[src/rtl/rf_write_arbiter.sv]
// -----------------------------------------------------------------------------
// rf_write_arbiter
//
// Owns the single write port of the RV32IM register file. The port is shared
// by the in-order pipeline writeback stage (source A) and the multi-cycle
// divide unit (source B). Source A normally has priority. A starvation counter
// makes sure a waiting divide result is eventually forced through. In that
// case the pipeline sees one cycle of wb_ready = 0 and holds its request.
//
// A per-register busy scoreboard tracks destinations of in-flight divides so
// the hazard unit can stall instructions that depend on them.
//
// Handshake: a transfer on either source happens in a cycle where the source
// drives valid = 1 and sees its ready = 1. A source that is not accepted holds
// its request (valid, rd, data) stable until it is accepted. Ready is a
// combinational function of the current inputs and state.
//
// Ports:
//   clk, rst_n               clock (rising edge), async active-low reset
//   wb_valid/wb_rd/wb_data   pipeline writeback request
//   wb_ready                 pipeline write accepted this cycle
//   div_valid/div_rd/div_data divide result request
//   div_ready                divide result accepted this cycle
//   issue_valid/issue_rd     divide issued this cycle (sets busy bit)
//   rs1, rs2                 decode-stage sources for hazard lookup
//   rs1_busy, rs2_busy       source awaits a divide result
//   div_pending              any busy bit set
//   we/rd/write_data         register file write port (commits next edge)
//   dbg_state                arbiter FSM state (0 IDLE, 1 WAIT, 2 FORCE)
// -----------------------------------------------------------------------------
module rf_write_arbiter #(
    parameter int ADDR_W       = 5,
    parameter int XLEN         = 32,
    parameter int REGFILE      = 32,
    parameter int STARVE_LIMIT = 4
) (
    input  logic              clk,
    input  logic              rst_n,
    input  logic              wb_valid,
    input  logic [ADDR_W-1:0] wb_rd,
    input  logic [XLEN-1:0]   wb_data,
    output logic              wb_ready,
    input  logic              div_valid,
    input  logic [ADDR_W-1:0] div_rd,
    input  logic [XLEN-1:0]   div_data,
    output logic              div_ready,
    input  logic              issue_valid,
    input  logic [ADDR_W-1:0] issue_rd,
    input  logic [ADDR_W-1:0] rs1,
    input  logic [ADDR_W-1:0] rs2,
    output logic              rs1_busy,
    output logic              rs2_busy,
    output logic              div_pending,
    output logic              we,
    output logic [ADDR_W-1:0] rd,
    output logic [XLEN-1:0]   write_data,
    output logic [1:0]        dbg_state
);

    typedef enum logic [1:0] {
        IDLE  = 2'd0,
        WAIT  = 2'd1,
        FORCE = 2'd2
    } state_t;

    localparam logic [3:0] LIMIT = 4'(STARVE_LIMIT);

    state_t             state_q, state_d;
    logic [3:0]         cnt_q, cnt_d;
    logic [REGFILE-1:0] busy_q, busy_d;
    logic               grant_a, grant_b;

    // ------------------------------------------------------------------
    // Grant. Qualified by rst_n so every output is low while reset is
    // asserted, even though the inputs may still be active.
    // ------------------------------------------------------------------
    always_comb begin
        grant_b = rst_n && div_valid && ((state_q == FORCE) || !wb_valid);
        grant_a = rst_n && wb_valid && !grant_b;
    end

    assign wb_ready  = rst_n && !grant_b;
    assign div_ready = grant_b;

    // ------------------------------------------------------------------
    // Write port mux: zero added latency, idle port drives zeros.
    // ------------------------------------------------------------------
    always_comb begin
        we         = 1'b0;
        rd         = '0;
        write_data = '0;
        if (grant_b) begin
            we         = 1'b1;
            rd         = div_rd;
            write_data = div_data;
        end else if (grant_a) begin
            we         = 1'b1;
            rd         = wb_rd;
            write_data = wb_data;
        end
    end

    // ------------------------------------------------------------------
    // Starvation FSM: next state and counter.
    // ------------------------------------------------------------------
    always_comb begin
        state_d = state_q;
        cnt_d   = cnt_q;
        case (state_q)
            IDLE: begin
                if (div_valid && !grant_b) begin
                    state_d = WAIT;
                    cnt_d   = 4'd1;
                end
            end
            WAIT: begin
                if (grant_b) begin
                    state_d = IDLE;
                    cnt_d   = 4'd0;
                end else begin
                    // Saturating: the counter must never wrap back below
                    // the limit and lose the force.
                    cnt_d = (cnt_q == 4'hF) ? cnt_q : cnt_q + 4'd1;
                    if (cnt_d >= LIMIT) begin
                        state_d = FORCE;
                    end
                end
            end
            FORCE: begin
                // Either the forced grant happened or div_valid dropped
                // (protocol error); both return to IDLE.
                state_d = IDLE;
                cnt_d   = 4'd0;
            end
            default: begin
                state_d = IDLE;
                cnt_d   = 4'd0;
            end
        endcase
    end

    always_ff @(posedge clk or negedge rst_n) begin
        if (!rst_n) begin
            state_q <= IDLE;
            cnt_q   <= 4'd0;
        end else begin
            state_q <= state_d;
            cnt_q   <= cnt_d;
        end
    end

    assign dbg_state = state_q;

    // ------------------------------------------------------------------
    // Busy scoreboard. Clear on accepted divide result, then set on issue,
    // so a same-cycle reissue to the same rd keeps the bit set.
    // ------------------------------------------------------------------
    always_comb begin
        busy_d = busy_q;
        for (int i = 0; i < REGFILE; i++) begin
            if (grant_b && (div_rd == ADDR_W'(i))) begin
                busy_d[i] = 1'b0;
            end
            if (issue_valid && (issue_rd != '0) && (issue_rd == ADDR_W'(i))) begin
                busy_d[i] = 1'b1;
            end
        end
        busy_d[0] = 1'b0;
    end

    always_ff @(posedge clk or negedge rst_n) begin
        if (!rst_n) begin
            busy_q <= '0;
        end else begin
            busy_q <= busy_d;
        end
    end

    // Lookups read the registered bits, so a same-cycle issue is not seen.
    always_comb begin
        rs1_busy = 1'b0;
        rs2_busy = 1'b0;
        for (int i = 0; i < REGFILE; i++) begin
            if (rs1 == ADDR_W'(i)) begin
                rs1_busy = busy_q[i];
            end
            if (rs2 == ADDR_W'(i)) begin
                rs2_busy = busy_q[i];
            end
        end
    end

    assign div_pending = |busy_q;

endmodule

[config.mk]
export PLATFORM = sky130hd
export DESIGN_NAME = rf_write_arbiter
export DESIGN_NICKNAME = d
export VERILOG_FILES = /design/src/rtl/rf_write_arbiter.sv
export SDC_FILE = /design/constraint.sdc
export NUM_CORES = 1
export LEC_CHECK = 0
export BUFFER_PORTS_ARGS = -buffer_cell sky130_fd_sc_hd__buf_2
export CAP_MARGIN = 20
export CELL_PAD_IN_SITES_DETAIL_PLACEMENT = 0
export CELL_PAD_IN_SITES_GLOBAL_PLACEMENT = 2
export CORE_ASPECT_RATIO = 0.75
export CORE_UTILIZATION = 27
export CTS_BUF_LIST = sky130_fd_sc_hd__clkbuf_8
export CTS_CLUSTER_SIZE = 12
export DETAILED_ROUTE_END_ITERATION = 7
export GPL_ROUTABILITY_DRIVEN = 0
export PLACE_DENSITY = 0.8
export SYNTH_ARGS = -nofsm -noshare
export SYNTH_HDL_FRONTEND = slang
export SYNTH_SLANG_ARGS = --single-unit
[constraint.sdc]
create_clock -name clk -period 2.65 [get_ports clk]
set_input_delay 0.53 -clock clk [delete_from_list [all_inputs] [get_ports clk]]
set_output_delay 0.53 -clock clk [all_outputs]
set_load 0.1 [all_outputs]
==> summary.md <==
| Metric | Value |
|---|---|
| Htree depth | 2 |
| Cts bufs inserted | 5 |
| Final min period | 2631 ps |
| Vias in the first global route | between 3,000 and 4,000 |
| Fin. max-slew vios | 0 |
| Reg-to-reg setup timing slack | 460 ps |
| Root Buffer | clkbuf_8 |
| Slew @ Worst Pin | 497.8 ps |
| Worst relative slew slack | roughly 67% |
| Xor/xnor share of the synthesized area | 0% |
| Static Leak | 2.272 nW |
| EDFF count, synth | 0 |
| Mux contribution to synthesized area | 4.540% |
| Register area share after synthesis | 30.00% |
| Worst-path clk slew | 80 ps |
| Area Overhead vs Synth | 71.91% |
| Max Root-Sink Buffers | 2 |
| GR Overflow Total | 0 |
| Die height | about 95 microns |
| Diodes inserted | 0 |
| Commonest non-fill, non-tap cell in the layout | buf_2 |
| RR Startpoint | dbg_state[0] |
| Top-area cell type share of the netlist area | 30.00% |
| Yosys top cell by area | dfrtp_1 |
| Wire per inst | 18.89 microns |
| Post-synth top flop | dfrtp_1 |
| Iteration-0 DRC count of the detailed router | about 250 |
| CTS tree | built |
| Global-route wire length before repair | 20.46 mm |
| Via count | 3,810 |
| Worst skew pair latency | 290 ps |
| FF-to-FF End | busy_q[21] |
| Synth Area in Compound Gates | 37.74% |
| Avg Cell Area, Syn | 8.342 sq um |
| Antenna Violating Nets Remaining | 0 |
| Fraction of layout cells with a size suffix above 1 | roughly half |
| Drt drc | 0 |
| Mapped cell area | 3087 sq um |
| Via density | around 5.7 |
| Critical Path AT | 2100 ps |
| Crit Path Class | reg -> out |
| I/O Pins | 139 |
| Simple-Gate Fraction of Synth Area | 22.54% |
| F_max | between 0.3 and 0.4 GHz |
| CP max stage cell | dfrtp_1 |
| Max stage delay on crit path | 470 ps |
| CTS Hold Bufs | 0 |
| Total GRT Usage | approximately 22% |
| Core area | 11,020 sq um |
| Largest net degree at the start of global routing | 46 |
| VDD IR max | 0.0002304 V |
| Fin crit share | 99.27% |
| Finished Cell Area | ~5300 sq um |
| Post-Syn Instances | between 300 and 400 |
| R2R depth | 7 |
| Syn. warnings | 0 |
| Post-DP Area | between 5000 and 6000 sq um |
| Antenna violations before repair | 0 |
| Most frequent cells in the layout | 93 x buf_2, 75 x o21ai_0, 44 x buf_12, 37 x a22o_4, 34 x buf_4 |
| Post-DP HPWL | 10.02 mm |
| Status | finished, final reports clean |
| WP buf/inv | 1 |
| Netlist cell types | slightly above 60 |
| Fill count | 1,012 |
| Adder-cell share of the synthesized area | 0.4054% |
| Die area | between 10,000 and 15,000 sq um |
| Sinks on Clock Net | 37 |
| Initial Util | 28.00% |
| Number of cell rows | 33 |
| Max-Cap Viols | 0 |
| Async set or reset register ratio after synthesis | 100.0% |
| Port-buffer cells | ~140 |
| Crit path max-delay family | compound AO/OA/AOI/OAI gates |
| Worst-path cell chain | mux2_2 -> a311o_1 -> o211ai_1 -> a311o_1 -> a21oi_4 -> buf_12 |
| Startpoint Class | register |
| Fin. Hold Viols | 0 |
| Most common cell on crit path | a311o_1 |
| Synth Register Bits | 37 |
| Chip width | 125.5 microns |
| Worst-path fanout max | 4 |
| Crit end category | output pin |
| Worst Hold Class | in -> async |
| Final setup fails | 0 |
| Max Clock Skew | 9.769 ps |
| Nets@finish | around 620 |
| Power per cell area | 570.4 nW/um^2 |
| Top cells by area, synth | dfrtp_1 30%, o21ai_0 12%, a22o_1 10% |
| RSZ-0062 raised after global routing | true |
| Largest family of logic cells by synthesized area | compound AO/OA/AOI/OAI gates |
| Setup TNS | 0 ps |
| Drt total wl | 12.64 mm |
| Syn Nets | between 400 and 500 |
| Drt first pass iters | 6 |
| WP data required | 2120 ps |
-- what timing repair did --
item	CTS	global route
pin swaps	0	2
buffers inserted	1	0
setup endpoints to repair	2	5
resized for setup	10	11
-- flip-flops by register name, indices dropped and copies added, names as in the netlist --
signal     count
busy_q        31
cnt_q          4
dbg_state      2
-- how the worst max path moves through the flow --
stage	startpoint	endpoint	slack, ps	cells after the start
2_1_floorplan	dbg_state[0]	rd[1]	-160	7
3_5_place_dp	rs1[1]	rs1_busy	-80	8
4_1_cts	busy_q[2]	rs2_busy	0.6	7
3_3_place_gp	rs1[2]	rs1_busy	-20	8
6_report	busy_q[6]	rs2_busy	20	6
5_1_grt	rs1[1]	rs1_busy	-70	9
-- where the power goes --
| group | leakage [nW] | internal, mW | switching, mW |
|---|---|---|---|
| sequential | 0.432 | 0.729 | 0.270 |
| clock | 0.0595 | 0.279 | 0.203 |
| combinational | 1.78 | 0.621 | 0.926 |
-- Yosys cell counts (2+ instances only) --
master / n
nor3_1: 8
clkbuf_1: 5
buf_2: 12
nand2b_1: 12
buf_4: 2
nand3b_1: 7
nand3_1: 9
o221ai_1: 8
mux2_2: 6
nand4_1: 3
a21oi_1: 12
a41oi_1: 2
o21ai_0: 76
nand2_1: 19
or3_1: 3
o21a_1: 3
buf_6: 2
mux2i_1: 5
and2_1: 2
o211ai_1: 3
inv_1: 6
o32ai_1: 2
a22o_1: 37
nor2_1: 15
nor4_1: 10
nor2b_1: 12
a21boi_0: 3
dfrtp_1: 37
or2_2: 6
a311o_1: 2
a211oi_1: 5
nor3b_1: 3
o41ai_1: 2
nand4b_1: 3
-- final cells by class --
class                           instances  area, sq um  area share (%)
Clock buffer                            5        68.82           1.297
Sequential cell                        37        938.4           17.68
Inverter                                7        26.28          0.4952
Timing Repair Buffer                  173         1620           30.54
Tap cell                              140        175.2           3.301
Multi-Input combinational cell        304         2435           45.89
Clock inverter                          3        42.54          0.8017
-- per-layer routing --
| metal | up-vias | share of wire [%] | global-route usage [%] | wire (microns) |
|---|---|---|---|---|
| met3 | 17 | 8.5 | 5.156 | 1072 |
| met5 | - | 0 | 0 | 0 |
| met4 | 0 | 1.6 | 5.793 | 199 |
| li1 | 1776 | - | - | - |
| met2 | 188 | 46 | 36.67 | 5789 |
| met1 | 1829 | 44 | 28.63 | 5574 |
-- metrics by stage --
stage	hold WS, ps	setup WS (ps)	instances	total power, mW	util (%)
after floorplan	234.4	-160.0	370	1.906	-
after global placement	556.3	-23.43	660	2.511	46.33
after detailed placement	554.9	-77.84	660	2.524	46.33
after CTS	323.9	0.6302	669	3.012	47.75
after global routing	344.7	-65.58	669	3.188	48.13
final	307.8	19.31	669	3.027	48.13
-- kinds of logic (layout without fill, tap and decap cells) --
| group | count (synthesis) | count (layout) |
|---|---|---|
| compound gates | 171 | 171 |
| simple gates | 120 | 120 |
| flops | 37 | 37 |
| buf+inv | 29 | 188 |
| mux | 12 | 12 |
| fa+ha+maj | 1 | 1 |
-- worst reg2reg max path, delay by kind of cell, from the launching register on --
family                 cells  cell delay, ps
AO/OA/AOI/OAI              3             480
flip-flops                 1             520
buffers and inverters      1             290
AND/OR/NAND/NOR            3             750
No activity file was read; power rests on OpenSTA's default activity.
